==> config.mk <==
export PLATFORM = sky130hd
export DESIGN_NAME = lcd_step_counter
export DESIGN_NICKNAME = d
export VERILOG_FILES = /design/src/rtl/lcd_step_counter.sv
export SDC_FILE = /design/constraint.sdc
export NUM_CORES = 1
export LEC_CHECK = 0
export CAP_MARGIN = 20
export CORE_AREA = 10 10 80 82
export DETAILED_ROUTE_END_ITERATION = 8
export DIE_AREA = 0 0 90 92
export PLACE_DENSITY = 0.69
export SLEW_MARGIN = 20
export SYNTH_ARGS = -nofsm -noshare
export SYNTH_HDL_FRONTEND = slang
export SYNTH_SLANG_ARGS = --single-unit
==> constraint.sdc <==
create_clock -name clk -period 5.53 [get_ports clk]
set_input_delay 0.553 -clock clk [delete_from_list [all_inputs] [get_ports clk]]
set_output_delay 0.553 -clock clk [all_outputs]
set_load 0.02 [all_outputs]
==> src/rtl/lcd_step_counter.sv <==
// Position/step index generator for the LCD blink decoder: prescaled stepping,
// programmable wrap point, direction control, synchronous load and post-wrap hold.
module lcd_step_counter #(
  parameter int unsigned CLK_HZ     = 50_000_000,
  parameter int unsigned STEP_HZ    = 2,
  parameter int unsigned POS_MAX    = 31,
  parameter int unsigned HOLD_STEPS = 4
) (
  input  logic       clk,
  input  logic       rst,
  input  logic       en,
  input  logic       dir,
  input  logic       load,
  input  logic [7:0] load_val,
  output logic [7:0] q,
  output logic       step,
  output logic       wrap,
  output logic       busy
);

  localparam int unsigned DIV    = CLK_HZ / STEP_HZ;
  localparam int unsigned CNT_W  = (DIV > 1) ? $clog2(DIV) : 1;
  localparam int unsigned HOLD_W = (HOLD_STEPS > 0) ? $clog2(HOLD_STEPS + 1) : 1;
  localparam logic [7:0]  Q_MAX  = 8'(POS_MAX);

  typedef enum logic [1:0] {IDLE, RUN, HOLD} state_t;

  state_t            state, state_d;
  logic [CNT_W-1:0]  cnt, cnt_d;
  logic [HOLD_W-1:0] hold_cnt, hold_cnt_d;
  logic [7:0]        q_d, load_q;
  logic              step_d, wrap_d, tick;

  always_ff @(posedge clk) begin
    if (rst) begin
      state    <= IDLE;
      cnt      <= '0;
      hold_cnt <= '0;
      q        <= '0;
      step     <= 1'b0;
      wrap     <= 1'b0;
      busy     <= 1'b0;
    end else begin
      state    <= state_d;
      cnt      <= cnt_d;
      hold_cnt <= hold_cnt_d;
      q        <= q_d;
      step     <= step_d;
      wrap     <= wrap_d;
      busy     <= (state_d != IDLE);
    end
  end

  always_comb begin
    state_d    = state;
    cnt_d      = cnt;
    hold_cnt_d = hold_cnt;
    q_d        = q;
    step_d     = 1'b0;
    wrap_d     = 1'b0;
    load_q     = (load_val > Q_MAX) ? Q_MAX : load_val;
    tick       = (state != IDLE) && (cnt == CNT_W'(DIV - 1));

    if (!en) begin
      // Stop wins over any tick; a same-cycle load still lands in q.
      state_d = IDLE;
      cnt_d   = '0;
      if (load) q_d = load_q;
    end else if (load) begin
      q_d   = load_q;
      cnt_d = '0;
      if (state == HOLD) state_d = RUN;
    end else begin
      if (state != IDLE) cnt_d = tick ? '0 : cnt + CNT_W'(1);
      case (state)
        IDLE: state_d = RUN;
        RUN: if (tick) begin
          step_d = 1'b1;
          if (dir) begin
            if (q == Q_MAX) begin
              q_d    = '0;
              wrap_d = 1'b1;
            end else begin
              q_d = q + 8'd1;
            end
          end else begin
            if (q == 8'd0) begin
              q_d    = Q_MAX;
              wrap_d = 1'b1;
            end else begin
              q_d = q - 8'd1;
            end
          end
          if (wrap_d && (HOLD_STEPS > 0)) begin
            state_d    = HOLD;
            hold_cnt_d = '0;
          end
        end
        HOLD: if (tick) begin
          hold_cnt_d = hold_cnt + HOLD_W'(1);
          if (hold_cnt_d == HOLD_W'(HOLD_STEPS)) state_d = RUN;
        end
        default: state_d = IDLE;
      endcase
    end
  end

endmodule
==> results.tsv, run 1 <==
metric	value	unit
run status	finished clean	
nature of the critical path endpoint	register	
total design power	0.632	mW
vias	2192	
CTS hold repair buffers	0	
TritonCTS clock tree	yes	
Worst Hold Launch	hold_cnt[1]	
pre-CTS worst setup slack	2.84	ns
CTS max path bufs	2	
Total Negative Setup Slacks	0	ns
design area	2760	um^2
die boundary width	90	um
endpoints failing hold	0	
area of the core region	4910	um^2
number of inserted filler cells in the final layout	454	
cell chain of the critical path	ha_1 -> or4bb_1 -> nor4_1 -> a41oi_1 -> or2_2 -> a21oi_1	
number of global-route vias before repair	2118	
placer congestion estimate	0.900	
die area	8280	um^2
count of TritonRoute iterations in the first routing pass	4	
nets@finish	325	
Distinct cells, synth	55	
H-tree lvl count	2	
number of warning messages in the yosys log	0	
Worst-Skew Late Latency	0.30	ns
antenna violations before repair	0	
peak fanout along the critical path	12	
Ports	24	
register bit total from synthesis	41	
worst hold path stage count	2	
synthesis-to-finish area growth	16.8	%
highest attainable clock frequency	365	MHz
final routed wirelength across all metal layers	5540	um
power share of the combinational group	11.2	%
met1 GRT Util	16.8	%
number of max-capacitance violations reported	0	
max-slew headroom at the worst pin	35.6	%
final worst clock skew	0.00411	ns
number of diodes	0	
met2 layer usage reported by global route	23.2	%
Iteration-0 DRC Markers	100	
fraction of final layout cells sized beyond drive strength 1	5.84	%
DRC violations left	0	
Clk pin slew, worst setup/hold paths	0.08	ns
share of the cycle needed by the critical path after routing	49.6	%
pin count of the biggest net entering global routing	26	
Worst path max stage delay	0.53	ns
final cell utilization of the core	56.1	%
Main synth FF type	sky130_fd_sc_hd__dfxtp_1	
max-slew violation count	0	
Hold Crit Endpoint	hold_cnt[1]	
remaining antenna violation count after routing	0	
Crit path max-delay family	simple AND/OR/NAND/NOR gates	
nets in the synthesized netlist	306	
worst reg2reg startpoint	cnt[0]	
Overflow after GRT	0	
global-route usage over all layers	14.0	%
synthesized netlist cell count	288	
clock share of power	39.7	%
first-pass GRT wire length	9890	um
WP data arrival	2.97	ns
switching share of power	23.9	%
sequential cell area in the final layout	821	um^2
setup repair after global routing missed its margin	no	
worst slew pin tran	0.957	ns
post-DP HPWL	4180	um
die outline height	92	um
met3 GRT Util	3.10	%
total number of placement rows	26	
root cell of the clock tree	sky130_fd_sc_hd__clkbuf_8	
Routed wire per std cell	14.7	um
P_leak	0.897	nW
final setup violating endpoints	0	
most common library cell in the layout ignoring fill and taps	sky130_fd_sc_hd__dfxtp_1	
share of synthesized area occupied by flip-flops and latches	34.8	%
WP data required	5.76	ns
worst-case vdd ir drop	0.140	mV
destination of the worst register-to-register timing path	q[0]	
post-synth design cell area	2360	um^2
fraction of synthesis flops using an asynchronous set or reset pin	0	%
average size of a mapped cell	8.19	um^2
post_cts resized	0	
post-CTS setup buffer count	0	
most frequent cells in the layout	sky130_fd_sc_hd__dfxtp_1, sky130_fd_sc_hd__nor2_1, sky130_fd_sc_hd__clkdlybuf4s50_1	
number of sinks driven by the clock tree	41	
multi-input logic area	1470	um^2
crit path max-delay cell type	sky130_fd_sc_hd__or4bb_1	
Critical Setup Path Class	reg2reg	
ratio of routed vias to standard cells	5.80	
Power Internal	0.481	mW
DP Area	2640	um^2
clock buffer count from CTS	5	
busiest layer in global routing	met2	
number of synthesized flops with an enable pin	0	
post-layout min period	2.74	ns
reg2reg path depth	6	
power density cells	230	nW/um^2
starting density of the core	48.0	%
number of buffer and inverter stages on the critical path	0	
Critical Path Start Type	register	
final worst slack	2.79	ns
sw power	0.151	mW
FF-to-FF setup slack	2.79	ns
type of the worst min-delay path	reg2reg	
relative contribution of sequential cells to total power	49.0	%
count of buffers from port buffering	23	
-- synthesized netlist by cell type, types with 2 or more instances --
cell,number,area share [%]
sky130_fd_sc_hd__nand2_1,22,3.5
sky130_fd_sc_hd__nand2b_1,4,1.1
sky130_fd_sc_hd__o22ai_1,3,0.80
sky130_fd_sc_hd__nor2_1,35,5.6
sky130_fd_sc_hd__and3_1,6,1.6
sky130_fd_sc_hd__a21o_1,4,1.3
sky130_fd_sc_hd__inv_1,7,1.1
sky130_fd_sc_hd__o21ai_0,6,1.3
sky130_fd_sc_hd__nor4_1,5,1.3
sky130_fd_sc_hd__nand4_1,13,3.4
sky130_fd_sc_hd__nor2b_1,2,0.53
sky130_fd_sc_hd__nand3_1,9,1.9
sky130_fd_sc_hd__nand3b_1,2,0.64
sky130_fd_sc_hd__a31oi_1,2,0.53
sky130_fd_sc_hd__a211o_1,4,1.5
sky130_fd_sc_hd__xor2_1,15,5.6
sky130_fd_sc_hd__or2_2,3,0.80
sky130_fd_sc_hd__nor4b_1,2,0.74
sky130_fd_sc_hd__o211ai_1,5,1.6
sky130_fd_sc_hd__clkbuf_1,11,1.8
sky130_fd_sc_hd__and4_1,6,2.2
sky130_fd_sc_hd__or3_1,2,0.53
sky130_fd_sc_hd__or3b_1,3,1.1
sky130_fd_sc_hd__xnor2_1,10,3.7
sky130_fd_sc_hd__nor3_1,11,2.3
sky130_fd_sc_hd__o31a_1,2,0.74
sky130_fd_sc_hd__or4_1,3,0.95
sky130_fd_sc_hd__nor3b_1,3,0.95
sky130_fd_sc_hd__and2_1,2,0.53
sky130_fd_sc_hd__a311oi_1,2,0.74
sky130_fd_sc_hd__a211oi_1,3,0.95
sky130_fd_sc_hd__a21oi_1,12,2.5
sky130_fd_sc_hd__ha_1,5,2.7
sky130_fd_sc_hd__a31o_2,3,1.1
sky130_fd_sc_hd__dfxtp_1,41,35
-- through the flow --
| step | cells | hold slack [ns] |
|---|---|---|
| final | 378 | 0.486 |
| after global routing | 378 | 0.507 |
| after CTS | 378 | 0.489 |
| after detailed placement | 370 | 0.480 |
| after global placement | 370 | 0.461 |
| after floorplan | 288 | 0.450 |
-- worst max-delay path by stage --
stage,from,end,slack (ns),cells after the start
after floorplan,cnt[0],hold_cnt[0],3.13,6
after global placement,cnt[0],q[0],2.88,6
after detailed placement,cnt[0],q[0],2.84,6
after CTS,cnt[0],q[0],2.80,6
after global routing,cnt[0],q[0],2.56,6
final,cnt[0],q[0],2.79,6
-- power groups by stage --
stage / Sequential [mW] / Combinational [mW] / Clock (mW)
2_1_floorplan: 0.316 / 0.0449 / 0
3_3_place_gp: 0.318 / 0.0712 / 0
3_5_place_dp: 0.317 / 0.0708 / 0
4_1_cts: 0.310 / 0.0713 / 0.259
5_1_grt: 0.311 / 0.0783 / 0.268
6_report: 0.310 / 0.0711 / 0.251
-- routing by layer --
metal  routed length [um]  share of wire, %  up-vias
li1                     -                 -     1101
met1                 2520                45     1036
met2                 2690                49       47
met3                  241               4.3        8
met4                   93               1.7        0
met5                    0                 0        -
-- cell families after synthesis --
group	Yosys count	share of synthesized area, %
adder cells (fa/ha/maj)	5	2.65
flip-flops	41	34.8
multiplexers	1	0.424
AO/OA/AOI/OAI	58	17.5
XOR/XNOR	25	9.28
buffers and inverters	19	3.02
AND/OR/NAND/NOR	139	32.4
-- registers in the layout, indices dropped and copies added (netlist names) --
| signal | flops |
|---|---|
| cnt | 25 |
| q | 8 |
| hold_cnt | 3 |
| state | 2 |
| busy | 1 |
| step | 1 |
| wrap | 1 |
-- worst min-delay path, cell delays in order (launching register included) --
cell                      delay (ns)
sky130_fd_sc_hd__dfxtp_1        0.32
sky130_fd_sc_hd__o21ai_0        0.07
sky130_fd_sc_hd__a21oi_1        0.06
-- final cells by class --
| cell class | count | share of cell area [%] |
|---|---|---|
| clock buffers | 7 | 3.13 |
| multi-input cells | 228 | 53.2 |
| clock inverters | 1 | 1.09 |
| inverters | 7 | 0.954 |
| repair buffers | 24 | 8.63 |
| well taps | 70 | 3.18 |
| flip-flops and latches | 41 | 29.8 |
Note: power is estimated with default switching activity, not from simulation.
==> run 2, diff against run 1 <==
clock period = 2.8 ns   (was 5.53 ns; I/O delays follow)
==> run 2 against run 1 <==
  * Non-clock buffer count rose by 7
  * Die area did not move
  * Largest power group unchanged
  * Cell count rose by 1.9%
  * Power rose by 87%
  * Core utilization rose by 0.76 points
  * Count of clock-buffer cells in the layout did not move
  * Via count rose by 0.36%
  * Sequential share of layout area fell by 0.40 points
  * First-iteration DRC count rose by 27%
  * Register-to-register slack got worse by 2.6 ns
  * Sequential power rose by 98%
  * Maximum frequency rose by 6.6%
==> results.tsv, run 2 (same netlist as run 1, synthesis figures left out) <==
metric	value	unit	change
most common library cell in the layout ignoring fill and taps	sky130_fd_sc_hd__dfxtp_1		
Routed wire per std cell	14.9	um	+1.3%
type of the worst min-delay path	reg2reg		
highest attainable clock frequency	389	MHz	+6.6%
crit path max-delay cell type	sky130_fd_sc_hd__or4bb_1		
root cell of the clock tree	sky130_fd_sc_hd__clkbuf_8		
P_leak	0.927	nW	+3.4%
number of global-route vias before repair	2197		+3.7%
count of buffers from port buffering	23		unchanged
Critical Setup Path Class	reg2reg		
final worst slack	0.230	ns	-2.56 ns
post_cts resized	0		unchanged
die area	8280	um^2	unchanged
most frequent cell on the critical path	sky130_fd_sc_hd__or3b_1		
fraction of final layout cells sized beyond drive strength 1	8.25	%	+2.4 points
worst-case vdd ir drop	0.296	mV	+110%
worst hold path stage count	2		unchanged
multi-input logic area	1470	um^2	unchanged
area of the core region	4910	um^2	unchanged
leading registers by flop count	cnt (25), q (8), hold_cnt (3)		
endpoints failing hold	0		unchanged
post-DP HPWL	4260	um	+1.8%
ratio of routed vias to standard cells	5.71		-1.5%
number of buffer and inverter stages on the critical path	0		unchanged
peak fanout along the critical path	5		-7
DRC violations left	0		unchanged
Worst Hold Launch	hold_cnt[2]		
Crit path max-delay family	simple AND/OR/NAND/NOR gates		
Clk pin slew, worst setup/hold paths	0.08	ns	about the same
count of TritonRoute iterations in the first routing pass	4		unchanged
Worst-Skew Late Latency	0.29	ns	about the same
synthesis-to-finish area growth	18.4	%	
final worst clock skew	0.00903	ns	+0.00492 ns
WP data required	3.03	ns	-2.73 ns
worst reg2reg startpoint	cnt[0]		
vias	2200		+0.36%
max-slew violation count	0		unchanged
nature of the critical path endpoint	register		
post-layout min period	2.57	ns	-0.170 ns
Total Negative Setup Slacks	0	ns	unchanged
destination of the worst register-to-register timing path	hold_cnt[2]		
nets@finish	332		+2.2%
antenna violations before repair	0		unchanged
remaining antenna violation count after routing	0		unchanged
power density cells	424	nW/um^2	+85%
pin count of the biggest net entering global routing	26		unchanged
TritonCTS clock tree	yes		
number of max-capacitance violations reported	0		unchanged
Hold Crit Endpoint	hold_cnt[2]		
Worst path max stage delay	0.51	ns	-0.02 ns
final setup violating endpoints	0		unchanged
starting density of the core	48.0	%	unchanged
total stage count of the critical path	6		unchanged
FF-to-FF setup slack	0.23	ns	-2.56 ns
global-route usage over all layers	14.2	%	+0.17 points
number of diodes	0		unchanged
Iteration-0 DRC Markers	127		+27%
first-pass GRT wire length	10100	um	+2.5%
sequential cell area in the final layout	821	um^2	unchanged
setup repair after global routing missed its margin	no		
cell chain of the critical path	ha_1 -> or4bb_1 -> or3b_1 -> or4_4 -> or3b_1 -> a21oi_1		
placer congestion estimate	0.893		-0.86%
run status	finished clean		
total number of placement rows	26		unchanged
Most flops, register	cnt		
most frequent cells in the layout	sky130_fd_sc_hd__dfxtp_1, sky130_fd_sc_hd__nor2_1, sky130_fd_sc_hd__clkdlybuf4s50_1		
die outline height	92	um	unchanged
CTS max path bufs	2		unchanged
H-tree lvl count	2		unchanged
number of inserted filler cells in the final layout	450		-0.88%
CTS hold repair buffers	0		unchanged
worst slew pin tran	0.651	ns	-0.306 ns
Critical Path Start Type	register		
Ports	24		unchanged
clock buffer count from CTS	5		unchanged
WP data arrival	2.80	ns	-0.17 ns
final routed wirelength across all metal layers	5720	um	+3.2%
share of the cycle needed by the critical path after routing	91.8	%	+42 points
Overflow after GRT	0		unchanged
die boundary width	90	um	unchanged
max reg flops	25		unchanged
number of sinks driven by the clock tree	41		unchanged
pre-CTS worst setup slack	0.268	ns	-2.57 ns
post-CTS setup buffer count	0		unchanged
max-slew headroom at the worst pin	56.0	%	+20 points
reg2reg path depth	6		unchanged
==> run 2: cell types whose count changed in the layout (fill, tap and decap cells not counted), sizes merged <==
cell    before  now
bufinv       1    0
buf          1    8
clkinv       0    1
==> run 2: final cells by class <==
class | count | area share, %
multi-input cells | 228 | 52.5
inverters | 7 | 0.941
clock inverters | 1 | 0.179
well taps | 70 | 3.14
flip-flops and latches | 41 | 29.4
repair buffers | 31 | 10.4
clock buffers | 7 | 3.45
==> run 2: worst max-delay path by stage <==
stage                 from          end  slack [ns]
floorplan           cnt[0]  hold_cnt[0]        0.40
global placement    cnt[0]  hold_cnt[0]        0.32
detailed placement  cnt[0]  hold_cnt[2]        0.27
CTS                 cnt[0]  hold_cnt[2]        0.25
global route        cnt[0]  hold_cnt[0]         0.1
finish              cnt[0]  hold_cnt[2]        0.23
==> run 2: worst register-to-register path, stage by stage, from the launching register on <==
cell and delay (ns):
sky130_fd_sc_hd__dfxtp_1 0.40, sky130_fd_sc_hd__ha_1 0.23, sky130_fd_sc_hd__or4bb_1 0.52, sky130_fd_sc_hd__or3b_1 0.40, sky130_fd_sc_hd__or4_4 0.45, sky130_fd_sc_hd__or3b_1 0.38, sky130_fd_sc_hd__a21oi_1 0.13
==> run 2: per-stage QoR <==
stage | util (%) | total power [mW] | instance area [um^2] | instances | hold WS, ns
after floorplan | - | 0.713 | 2360 | 288 | 0.450
after global placement | 54.8 | 0.771 | 2690 | 377 | 0.471
after detailed placement | 54.8 | 0.770 | 2690 | 377 | 0.471
after CTS | 56.9 | 1.20 | 2790 | 385 | 0.480
after global routing | 56.9 | 1.24 | 2790 | 385 | 0.509
final | 56.9 | 1.18 | 2790 | 385 | 0.479
==> run 2: routing by layer <==
layer / up-vias / track usage (%) / part of all wire [%]
met4: 0 / 5.57 / 2.1
met3: 12 / 2.77 / 4.9
li1: 1125 / - / -
met1: 1006 / 17.2 / 45
met5: - / 0 / 0
met2: 57 / 24.2 / 48
==> run 2: where the power goes <==
group | switching (mW) | internal [mW]
Clock | 0.202 | 0.223
Combinational | 0.0735 | 0.0715
Sequential | 0.0209 | 0.592
Total | 0.296 | 0.886
